### src/rtl/reg_scoreboard_pkg.sv
// reg_scoreboard_pkg: shared register-file sizing, return-address index and scoreboard FSM states
package reg_scoreboard_pkg;
  localparam int NREG = 16;
  localparam int CNT_W = 2;
  localparam int RA = 15;
  localparam int IF_W = 6;
  typedef enum logic {RUN, DRAIN} state_t;
endpackage

### src/rtl/reg_scoreboard_if.sv
// reg_scoreboard_if: issue, writeback, flush and status signals between decode and scoreboard
interface reg_scoreboard_if import reg_scoreboard_pkg::*; #(parameter int N = NREG);
  localparam int IW = $clog2(N);
  logic issue_valid;
  logic issue_ready;
  logic [IW-1:0] rs1;
  logic [IW-1:0] rs2;
  logic [IW-1:0] rd;
  logic uses_rs1;
  logic uses_rs2;
  logic writes_rd;
  logic wb_valid;
  logic [IW-1:0] wb_rd;
  logic flush;
  logic [N-1:0] busy_mask;
  logic [IF_W-1:0] inflight;
  logic draining;
  logic err_underflow;
  modport master(
    output issue_valid, rs1, rs2, rd, uses_rs1, uses_rs2, writes_rd, wb_valid, wb_rd, flush,
    input issue_ready, busy_mask, inflight, draining, err_underflow
  );
  modport slave(
    input issue_valid, rs1, rs2, rd, uses_rs1, uses_rs2, writes_rd, wb_valid, wb_rd, flush,
    output issue_ready, busy_mask, inflight, draining, err_underflow
  );
endinterface

### src/rtl/reg_scoreboard_counter.sv
// sb_counter: saturating up/down counter; simultaneous inc and dec cancel out
module sb_counter #(parameter int W = 2) (
  input  logic         clk,
  input  logic         rst,
  input  logic         i_inc,
  input  logic         i_dec,
  output logic [W-1:0] o_cnt
);
  logic [W-1:0] r_cnt;
  always_ff @(posedge clk or posedge rst) begin
    if (rst) r_cnt <= '0;
    else if (i_inc & ~i_dec & (r_cnt != '1)) r_cnt <= r_cnt + W'(1);
    else if (i_dec & ~i_inc & (r_cnt != '0)) r_cnt <= r_cnt - W'(1);
  end
  assign o_cnt = r_cnt;
endmodule

### src/rtl/reg_scoreboard.sv
// reg_scoreboard: per-register pending-write tracking with RAW/WAW-depth issue gating and flush drain
module reg_scoreboard import reg_scoreboard_pkg::*; #(
  parameter int NREG = reg_scoreboard_pkg::NREG,
  parameter int CNT_W = reg_scoreboard_pkg::CNT_W
) (
  input logic clk,
  input logic rst,
  reg_scoreboard_if.slave sb
);
  localparam int IW = $clog2(NREG);
  localparam int CMAX = 2**CNT_W - 1;
  localparam int IF_MAX = NREG * CMAX;
  state_t r_state, w_next;
  logic [IF_W-1:0] r_inflight;
  logic r_err;
  logic [CNT_W-1:0] w_cnt [NREG];
  logic [NREG-1:0] w_inc, w_dec, w_busy;
  logic w_ready, w_wr, w_wb;
  assign w_ready = ~rst & (r_state == RUN)
    & ~(sb.uses_rs1 & (w_cnt[sb.rs1] != '0))
    & ~(sb.uses_rs2 & (w_cnt[sb.rs2] != '0))
    & ~(sb.writes_rd & (w_cnt[sb.rd] == CNT_W'(CMAX)));
  assign w_wr = sb.issue_valid & w_ready & sb.writes_rd;
  // writebacks to an idle register are dropped and only flag the error
  assign w_wb = sb.wb_valid & (w_cnt[sb.wb_rd] != '0);
  for (genvar i = 0; i < NREG; i++) begin : g_cnt
    assign w_inc[i] = w_wr & (sb.rd == IW'(i));
    assign w_dec[i] = w_wb & (sb.wb_rd == IW'(i));
    assign w_busy[i] = w_cnt[i] != '0;
    sb_counter #(.W(CNT_W)) u_cnt (
      .clk(clk), .rst(rst), .i_inc(w_inc[i]), .i_dec(w_dec[i]), .o_cnt(w_cnt[i])
    );
  end
  always_ff @(posedge clk or posedge rst) begin
    if (rst) begin
      r_state <= RUN;
      r_inflight <= '0;
      r_err <= 1'b0;
    end else begin
      r_state <= w_next;
      r_err <= r_err | (sb.wb_valid & ~w_wb);
      if (w_wr & ~w_wb & (r_inflight != IF_W'(IF_MAX))) r_inflight <= r_inflight + IF_W'(1);
      else if (w_wb & ~w_wr & (r_inflight != '0)) r_inflight <= r_inflight - IF_W'(1);
    end
  end
  always_comb begin
    w_next = r_state;
    sb.draining = r_state == DRAIN;
    w_next = (r_state == RUN) ? ((sb.flush & ((r_inflight != '0) | w_wr)) ? DRAIN : RUN)
                              : ((r_inflight == '0) ? RUN : DRAIN);
  end
  assign sb.issue_ready = w_ready;
  assign sb.busy_mask = w_busy;
  assign sb.inflight = r_inflight;
  assign sb.err_underflow = r_err;
endmodule

### src/flat_wrapper.sv
// flat-port wrapper written by rule: the top's interface ports become plain ports
module reg_scoreboard_flat import reg_scoreboard_pkg::*;
#(
  parameter int NREG = reg_scoreboard_pkg::NREG,
  parameter int CNT_W = reg_scoreboard_pkg::CNT_W
)
  (clk, rst, sb_issue_valid, sb_rs1, sb_rs2, sb_rd, sb_uses_rs1, sb_uses_rs2, sb_writes_rd, sb_wb_valid, sb_wb_rd, sb_flush, sb_issue_ready, sb_busy_mask, sb_inflight, sb_draining, sb_err_underflow);
  reg_scoreboard_if sb_i ();
  input logic clk;
  input logic rst;
  input wire logic [$bits(sb_i.issue_valid)-1:0] sb_issue_valid;
  input wire logic [$bits(sb_i.rs1)-1:0] sb_rs1;
  input wire logic [$bits(sb_i.rs2)-1:0] sb_rs2;
  input wire logic [$bits(sb_i.rd)-1:0] sb_rd;
  input wire logic [$bits(sb_i.uses_rs1)-1:0] sb_uses_rs1;
  input wire logic [$bits(sb_i.uses_rs2)-1:0] sb_uses_rs2;
  input wire logic [$bits(sb_i.writes_rd)-1:0] sb_writes_rd;
  input wire logic [$bits(sb_i.wb_valid)-1:0] sb_wb_valid;
  input wire logic [$bits(sb_i.wb_rd)-1:0] sb_wb_rd;
  input wire logic [$bits(sb_i.flush)-1:0] sb_flush;
  output wire logic [$bits(sb_i.issue_ready)-1:0] sb_issue_ready;
  output wire logic [$bits(sb_i.busy_mask)-1:0] sb_busy_mask;
  output wire logic [$bits(sb_i.inflight)-1:0] sb_inflight;
  output wire logic [$bits(sb_i.draining)-1:0] sb_draining;
  output wire logic [$bits(sb_i.err_underflow)-1:0] sb_err_underflow;
  assign sb_i.issue_valid = sb_issue_valid;
  assign sb_i.rs1 = sb_rs1;
  assign sb_i.rs2 = sb_rs2;
  assign sb_i.rd = sb_rd;
  assign sb_i.uses_rs1 = sb_uses_rs1;
  assign sb_i.uses_rs2 = sb_uses_rs2;
  assign sb_i.writes_rd = sb_writes_rd;
  assign sb_i.wb_valid = sb_wb_valid;
  assign sb_i.wb_rd = sb_wb_rd;
  assign sb_i.flush = sb_flush;
  assign sb_issue_ready = sb_i.issue_ready;
  assign sb_busy_mask = sb_i.busy_mask;
  assign sb_inflight = sb_i.inflight;
  assign sb_draining = sb_i.draining;
  assign sb_err_underflow = sb_i.err_underflow;
  reg_scoreboard #(.NREG(NREG), .CNT_W(CNT_W)) u_core (.clk(clk), .rst(rst), .sb(sb_i));
endmodule
### config.mk
export PLATFORM = sky130hd
export DESIGN_NAME = reg_scoreboard_flat
export DESIGN_NICKNAME = d
export VERILOG_FILES = /design/src/rtl/reg_scoreboard_pkg.sv /design/src/rtl/reg_scoreboard_if.sv /design/src/rtl/reg_scoreboard_counter.sv /design/src/rtl/reg_scoreboard.sv /design/src/flat_wrapper.sv
export SDC_FILE = /design/constraint.sdc
export NUM_CORES = 1
export LEC_CHECK = 0
export ABC_AREA = 0
export CORE_ASPECT_RATIO = 0.7
export CORE_MARGIN = 2
export CORE_UTILIZATION = 59
export DETAILED_ROUTE_END_ITERATION = 12
export GPL_ROUTABILITY_DRIVEN = 0
export PLACE_DENSITY = 0.86
export SKIP_LAST_GASP = 1
export SLEW_MARGIN = 20
export SYNTH_ARGS = -nofsm -noshare
export SYNTH_HDL_FRONTEND = slang
export SYNTH_SLANG_ARGS = --single-unit
export TNS_END_PERCENT = 5
### constraint.sdc
create_clock -name clk -period 7.6 [get_ports clk]
set_input_delay 1.9 -clock clk [delete_from_list [all_inputs] [get_ports clk]]
set_output_delay 1.9 -clock clk [all_outputs]
set_load 0.02 [all_outputs]
# Word-level counts from Yosys, hierarchy flattened
# Index checks and enable logic that the tools add are counted.
# classes
mux	49
reduce_logical	40
n_addsub	34
bitwise_logic	157
order_cmp	4
n_eq_ne	48
# op_table
op	count
$and A1 B1 Y1	112
$mux W2	40
$reduce_bool A2 Y1	36
$eq A4 B4 Y1 const B	16
$not A1 Y1	39
$add A2 B1 Y2 const B	16
$bmux W2 S4	4
$eq A4 B3 Y1 const B	8
$ne A2 B2 Y1 const B	16
$sub A2 B1 Y2 const B	16
$ge A5 B5 Y1 const B	4
$not A4 Y5	4
$eq A4 B2 Y1 const B	4
$mux W6	2
$eq A4 B1 Y1 const B	2
$logic_not A4 Y1	2
$add A6 B1 Y6 const B	1
$logic_not A6 Y1	1
$ne A6 B6 Y1 const B	1
$reduce_bool A6 Y1	1
$sub A6 B1 Y6 const B	1
$mux W1	3
$eq A2 B2 Y1 const B	1
$or A1 B1 Y1	2
# totals
in_bits	24
elab_cells	351
register_bits	40

# Depth between registers and ports, before layout
# Gate-level depths: netlist of the first run.
# depth
depth_word	18
ltp_mapped	18

# Modules after synthesis
# Synthesis of the first run repeated with hierarchy kept, for this count alone.
# unflattened
cells_unflattened	416
area_unflattened_um2	3567.2
# modules_own_cells
mod	instances	seq_area_each_um2	area_each_um2	cells_each
sb_counter	16	50.0	120.1	13
reg_scoreboard	1	200.2	1645.3	208

# Worst setup path after synthesis of the first run
# No wires, ideal clock.
# synth_path
path_kind	input -> register
start	in sb_rd[1]
end	reg u_core.r_inflight[5], in the netlist u_core.sb.inflight[5]
arrival_time_ns	5.662
t_required_ns	7.477
path_stages	18
setup_slack_ns	1.816
n_path_buf	2
setup_ns	0.123
path_cell_list	buf_6 > buf_4 > mux4_2 > a22o_1 > a221oi_2 > o21ai_1 > nor3_1 > nand3_1 > or2_2 > ha_1 > a21o_1 > a21oi_1 > o21bai_1 > a21o_1 > or2_2 > mux2i_1 > nand2_1 > o221a_2
# synth_via
elab_chain_cells	14
elab_cells_between_ends	17
classes_between	eq/ne (1); mux (4); bitwise (11); reduce/logical (1)
# synth_lines
item	line_no	text
start: declaration	flat_wrapper.sv:14	input wire logic [$bits(sb_i.rd)-1:0] sb_rd;
$not A4 Y5 (implied by the code) *	reg_scoreboard.sv:22	& ~(sb.writes_rd & (w_cnt[sb.rd] == CNT_W'(CMAX)));
$bmux W2 S4 *	reg_scoreboard.sv:22	
$mux W2 (implied by the code) * (2 in series)	reg_scoreboard.sv:22	
$eq A2 B2 Y1 *	reg_scoreboard.sv:22	
$and A1 B1 Y1 *	reg_scoreboard.sv:22	
$not A1 Y1 *	reg_scoreboard.sv:22	
$and A1 B1 Y1 *	reg_scoreboard.sv:22	
via sb_issue_ready	flat_wrapper.sv:21	output wire logic [$bits(sb_i.issue_ready)-1:0] sb_issue_ready;
$and A1 B1 Y1 * (2 in series)	reg_scoreboard.sv:23	assign w_wr = sb.issue_valid & w_ready & sb.writes_rd;
$not A1 Y1	reg_scoreboard.sv:43	else if (w_wb & ~w_wr & (r_inflight != '0)) r_inflight <= r_inflight - IF_W'(1);
$and A1 B1 Y1 (2 in series)	reg_scoreboard.sv:43	
$reduce_bool A2 Y1 (no line)	-	
end signal: assignment	reg_scoreboard.sv:42	if (w_wr & ~w_wb & (r_inflight != IF_W'(IF_MAX))) r_inflight <= r_inflight + IF_W'(1);
end signal: assignment	reg_scoreboard.sv:43	
end: declaration	reg_scoreboard.sv:14	logic [IF_W-1:0] r_inflight;
# The timed path passes the listed nets; every way through them passes the cells marked *. The select of a mux whose other input is x is not followed.
# A chain may end at the register's enable or synchronous reset.

# Worst setup path in the final report of the first run
# layout_path
start	in sb_rd[3]
end	out sb_issue_ready
# layout_via
elab_chain_cells	8
# layout_lines
item	line_no
$not A4 Y5 (implied by the code)	reg_scoreboard.sv:22
$bmux W2 S4	reg_scoreboard.sv:22
$mux W2 (implied by the code) (2 in series)	reg_scoreboard.sv:22
$eq A2 B2 Y1	reg_scoreboard.sv:22
$and A1 B1 Y1	reg_scoreboard.sv:22
$not A1 Y1	reg_scoreboard.sv:22
$and A1 B1 Y1	reg_scoreboard.sv:22
end: declaration	flat_wrapper.sv:21
# Every way passes these cells. The select of a mux whose other input is x is not followed.

==> results.sh, run 1 <==
export IMPL_cts_clk_slew_worst_paths_ps=80
export IMPL_path_buf_inv=2
export IMPL_fp_coreArea_sq_um=5290
export IMPL_cpPeakStageDelay_ps=860
export IMPL_syn_inst=339
export IMPL_end_kind="primary output"
export IMPL_clock_sinks=40
export IMPL_path_delay_family="buffers and inverters"
export IMPL_rows=22
export IMPL_cts_root_buf="clkbuf_8"
export IMPL_synth_edf_count=0
export IMPL_grt_pass1_vias=2940
export IMPL_vias_per_cell=6.61
export IMPL_grt_max_degree=24
export IMPL_post_cts_buffers=0
export IMPL_vias=3029
export IMPL_routed_wl_um=9250
export IMPL_outcome="finished clean"
export IMPL_synthArstFlopShare=1.00
export IMPL_first_iter_violations=401
export IMPL_dieArea_sq_um=6140
export IMPL_cellLeakagePower_nw=1.48
export IMPL_nets=414
export IMPL_gr_total_overflow=0
export IMPL_cts_path_max_buffers=2
export IMPL_post_route_util=0.733
export IMPL_grt_first_pass_wirelength_um=15000
export IMPL_drc=0
export IMPL_die_w_um=92.8
export IMPL_portBuffers=48
export IMPL_slew_headroom=0.538
export IMPL_nFillCells=396
export IMPL_netlist_area_leader_share=0.307
export IMPL_timing_final_crit_period_ps=6880
export IMPL_synth_distinct_cells=54
export IMPL_mappedNetlistArea_sq_um=3260
export IMPL_finalHoldViolCount=0
export IMPL_cts_buffers=5
export IMPL_synthesis_nets=368
export IMPL_drive_gt1_frac=0.130
export IMPL_finalCritPeriodShare=0.905
export IMPL_cts_resized=0
export IMPL_ys_seq_elements=40
export IMPL_layout_common_cells="clkdlybuf4s50_1, dfrtp_1, nand2_1"
export IMPL_grt_total_usage=0.324
export IMPL_yosysWarningCount=0
export IMPL_pin_count=49
export IMPL_synthTopCellsByArea="dfrtp_1, mux4_2, xnor2_1, nand2_1, a21oi_1"
export IMPL_antenna_left=0
export IMPL_ys_seq_area_frac=0.307
export IMPL_avgSynthCellArea_sq_um=9.61
export IMPL_area_growth_pct=18.9
export IMPL_cp_required_ps=5700
export IMPL_yosys_area_top_type="dfrtp_1"
export IMPL_cp_slowest_cell="clkdlybuf4s50_1"
export IMPL_dr_wl_met3_um=1170
export IMPL_peakVddDrop_uv=217
export IMPL_highest_layer="met4"
export IMPL_antenna_found_initial=0
export IMPL_drv_cap=0
export IMPL_crit_top_cell="clkdlybuf4s50_1"
export IMPL_clk_latency_ps=290
export IMPL_cts_htree_levels=2
export IMPL_diodes=0
export IMPL_wl_met2_um=4130
export IMPL_rsz0062_at_grt="no"
export IMPL_finalSetupViolCount=0
export IMPL_cts_hold_buf=0
export IMPL_fp_dieH_um=66.2
export IMPL_worst_pin_slew_ps=692
export IMPL_finalClockSkew_ps=12.7
export IMPL_cp_arrival_ps=4980
export IMPL_wl_met1_um=3830
export IMPL_path_cells="clkdlybuf4s50_1 -> mux4_2 -> o2111ai_1 -> o211a_1 -> o21ai_1 -> nor3_1 -> clkdlybuf4s50_1"
export IMPL_cts_tree="done"
export IMPL_start_kind="primary input"
export IMPL_mostFrequentLayoutCell="clkdlybuf4s50_1"
export IMPL_routedWlPerCell_um=20.2
export IMPL_criticalPathCategory="in2out"
export IMPL_dpl_hpwl_um=7130
export IMPL_maxSlewViolCount=0
export IMPL_hold_path_class="reg2reg"
export IMPL_synth_main_ff_cell="dfrtp_1"
export IMPL_fmax_mhz=145
export IMPL_power_density_nw_per_um2=307
export IMPL_drt_first_pass_iters=5
export IMPL_fin_tns_setup_ps=0
export IMPL_worstPathMaxFanout=13
export IMPL_initial_core_util=0.616
cells by family (layout without fill, tap and decap cells):
family / after synthesis / count (layout) / synth area share
xor gates and xnor gates: 31 / 31 / 0.0833
and+or+nand+nor: 128 / 128 / 0.243
AOI/OAI and AO/OA: 76 / 76 / 0.156
buffers and inverters: 36 / 83 / 0.0488
adders and majority gates: 5 / 5 / 0.0215
DFF: 40 / 40 / 0.307
muxes: 23 / 23 / 0.140
stage by stage:
stage	hold WS [ps]	power [mW]	setup WS [ps]	instance area, sq um	std cells
finish	529	1.19	723	3870	458
global route	549	1.25	679	3870	458
global placement	468	1.00	1000	3780	450
floorplan	468	0.782	1820	3260	339
detailed placement	497	1.03	828	3780	450
CTS	522	1.17	815	3870	458
Yosys cell counts, types with 3 or more instances:
cell	count
dfrtp_1	40
nand2_1	31
xnor2_1	29
inv_1	24
a21oi_1	18
mux4_2	18
nor3_1	16
o21ai_0	15
or2_1	13
nor2_1	10
nor3b_1	9
o211ai_1	8
nand3_1	7
o21ai_1	6
or2_2	6
clkbuf_1	5
nand4_1	5
nor2b_1	5
a21o_1	4
buf_2	4
ha_1	4
mux2i_1	4
nor4_4	4
o2111ai_1	4
a22o_1	3
and2_1	3
nand2b_1	3
nor3_2	3
final timing paths:
| path | slack (ps) | endpoint | cells past startpoint | startpoint |
|---|---|---|---|---|
| max in group asynchronous | 4810 | u_core.g_cnt[8].u_cnt.o_cnt[0] | 3 | rst |
| min in group asynchronous | 2020 | u_core.sb.draining | 2 | rst |
| worst max-delay path | 720 | sb_issue_ready | 7 | sb_rd[3] |
| worst min register to register | 530 | u_core.sb.err_underflow | 1 | u_core.sb.err_underflow |
| worst max register to register | 2870 | u_core.sb.inflight[5] | 15 | u_core.g_cnt[15].u_cnt.o_cnt[0] |
| worst min-delay path | 530 | u_core.sb.err_underflow | 1 | u_core.sb.err_underflow |
layer usage:
metal / vias to the layer above / GRT usage
li1: 1340 / -
met1: 1462 / 0.462
met2: 208 / 0.509
met3: 19 / 0.0775
met4: 0 / 0.0680
met5: - / 0
state kept, by name (all words and copies together) (netlist names):
register / flops
u_core.sb.err_underflow: 1
u_core.sb.draining: 1
u_core.g_cnt.u_cnt.o_cnt: 32
u_core.sb.inflight: 6
report_power, final:
part | internal, mW | switching [mW] | leakage, nW
Sequential | 0.274 | 0.0959 | 0.497
Clock | 0.0741 | 0.0732 | 0.0455
Combinational | 0.327 | 0.343 | 0.937
area by class of cell:
| class | count | area [sq um] | area share |
|---|---|---|---|
| Multi-Input combinational cell | 263 | 2100 | 0.542 |
| Clock buffer | 8 | 90.1 | 0.0233 |
| Sequential cell | 40 | 1000 | 0.258 |
| Tap cell | 72 | 90.1 | 0.0233 |
| Timing Repair Buffer | 51 | 503 | 0.130 |
| Inverter | 24 | 90.1 | 0.0233 |
(Power assumes the default switching activity.)
==> run 2: changes to the inputs <==
Settings changed: CAP_MARGIN from default to 20.
==> results of run 2 <==
The final DEF is identical to that of run 1; final timing and power are the same.
==> run 3: changes to the inputs <==
Settings changed: CELL_PAD_IN_SITES_DETAIL_PLACEMENT from default to 1, CELL_PAD_IN_SITES_GLOBAL_PLACEMENT from default to 2, CORE_UTILIZATION 59 to 37, PLACE_DENSITY 0.86 to default, PLACE_DENSITY_LB_ADDON from default to 0.1.
==> results.sh, run 3 (same netlist as run 1, synthesis figures left out) <==
export IMPL_rows=28
export IMPL_stdcell_area_sq_um=4030
export IMPL_clock_sinks=40
export IMPL_dpl_hpwl_um=8570
export IMPL_power_density_nw_per_um2=327
export IMPL_first_iter_violations=288
export IMPL_worstPathMaxFanout=15
export IMPL_drive_gt1_frac=0.137
export IMPL_cts_clk_slew_worst_paths_ps=60
export IMPL_end_kind="primary output"
export IMPL_timing_final_crit_period_ps=7000
export IMPL_antenna_left=0
export IMPL_portBuffers=48
export IMPL_diodes=0
export IMPL_maxSlewViolCount=0
export IMPL_hold_path_class="reg2reg"
export IMPL_grt_total_usage=0.246
export IMPL_r2r_slack_ps=3120
export IMPL_criticalPathCategory="in2out"
export IMPL_nets=415
export IMPL_outcome="finished clean"
export IMPL_worst_pin_slew_ps=870
export IMPL_layout_common_cells="clkdlybuf4s50_1, dfrtp_1, nand2_1"
export IMPL_finalCritPeriodShare=0.921
export IMPL_finalHoldViolCount=0
export IMPL_finalPower_mw=1.32
export IMPL_fp_dieH_um=82.5
export IMPL_cts_hold_buf=0
export IMPL_cts_root_buf="clkbuf_16"
export IMPL_finalSetupViolCount=0
export IMPL_drt_first_pass_iters=4
export IMPL_cts_path_max_buffers=2
export IMPL_mostFrequentLayoutCell="clkdlybuf4s50_1"
export IMPL_dieArea_sq_um=9580
export IMPL_cp_arrival_ps=5100
export IMPL_fin_tns_setup_ps=0
export IMPL_initial_core_util=0.383
export IMPL_cts_resized=0
export IMPL_routedWlPerCell_um=21.5
export IMPL_die_w_um=116
export IMPL_clk_latency_ps=290
export IMPL_worstReg2RegEnd="u_core.sb.inflight[5]"
export IMPL_antenna_found_initial=0
export IMPL_peakVddDrop_uv=127
export IMPL_hold_ws_ps=500
export IMPL_finalClockSkew_ps=5.06
export IMPL_cp_required_ps=5700
export IMPL_hold_depth=1
export IMPL_cellLeakagePower_nw=1.53
export IMPL_cts_buffers=5
export IMPL_r2r_start="u_core.g_cnt[12].u_cnt.o_cnt[0]"
export IMPL_post_cts_buffers=0
export IMPL_rsz0062_at_grt="no"
export IMPL_drc=0
export IMPL_slew_headroom=0.418
export IMPL_fp_coreArea_sq_um=8510
export IMPL_grt_pass1_vias=2908
export IMPL_cts_tree="done"
export IMPL_worst_r2r_path_depth=16
export IMPL_min_to="u_core.sb.err_underflow"
export IMPL_vias_per_cell=5.76
export IMPL_vias=2922
export IMPL_drv_cap=0
export IMPL_gr_total_overflow=0
export IMPL_final_cell_count_no_fill=507
export IMPL_pin_count=49
export IMPL_place_area_sq_um=3850
export IMPL_start_kind="primary input"
export IMPL_grt_max_degree=28
export IMPL_grt_first_pass_wirelength_um=17200
export IMPL_routed_wl_um=10900
export IMPL_largest_reg_flops=32
export IMPL_dp_cells=499
export IMPL_min_from="u_core.sb.err_underflow"
export IMPL_fmax_mhz=143
export IMPL_cts_htree_levels=2
export IMPL_area_growth_pct=23.8
run 3: cell count changes in the layout (fill, tap and decap cells not counted):
cell	change
clkbuf_1	-2
bufinv_16	+1
clkbuf_16	+5
clkbuf_8	-4
buf_4	+1
run 3: metrics by stage:
stage               setup slack (ps)   util
floorplan                       1820      -
global placement                 647  0.452
detailed placement               577  0.452
CTS                              578  0.474
global route                     395  0.474
finish                           603  0.474
run 3: critical path: stages:
cell	delay (ps)
clkdlybuf4s50_1	1040
mux4_2	610
a22o_1	240
a221oi_2	190
o21ai_1	130
nor3_1	320
clkdlybuf4s50_1	670
run 3: how the worst max path moves through the flow:
stage	start	end	slack (ps)	cells after the start
2_1_floorplan	sb_rd[1]	u_core.sb.inflight[5]	1820	18
3_3_place_gp	sb_rd[1]	sb_issue_ready	650	7
3_5_place_dp	sb_rd[1]	sb_issue_ready	580	7
4_1_cts	sb_rd[1]	sb_issue_ready	580	7
5_1_grt	sb_rd[1]	sb_issue_ready	390	7
6_report	sb_rd[1]	sb_issue_ready	600	7
run 3: area by class of cell:
class | instances | area, sq um
clock buffers | 7 | 153
multi-input cells | 263 | 2100
clock inverters | 1 | 30.0
flip-flops and latches | 40 | 1000
inverters | 24 | 90.1
fillers | 976 | 4480
well taps | 120 | 150
repair buffers | 52 | 510
run 3: where the power goes:
group          leakage (nW)  internal, mW  switching, mW  total (mW)
logic                 0.941         0.329          0.352       0.681
clock network        0.0901         0.173         0.0885       0.261
registers             0.497         0.274          0.104       0.378
run 3: per-layer routing:
| metal | vias up | wire length, um | global-route usage |
|---|---|---|---|
| li1 | 1345 | - | - |
| met1 | 1452 | 5290 | 0.382 |
| met2 | 113 | 4430 | 0.348 |
| met3 | 12 | 1090 | 0.0547 |
| met4 | 0 | 97 | 0.0476 |
| met5 | - | 0 | 0 |
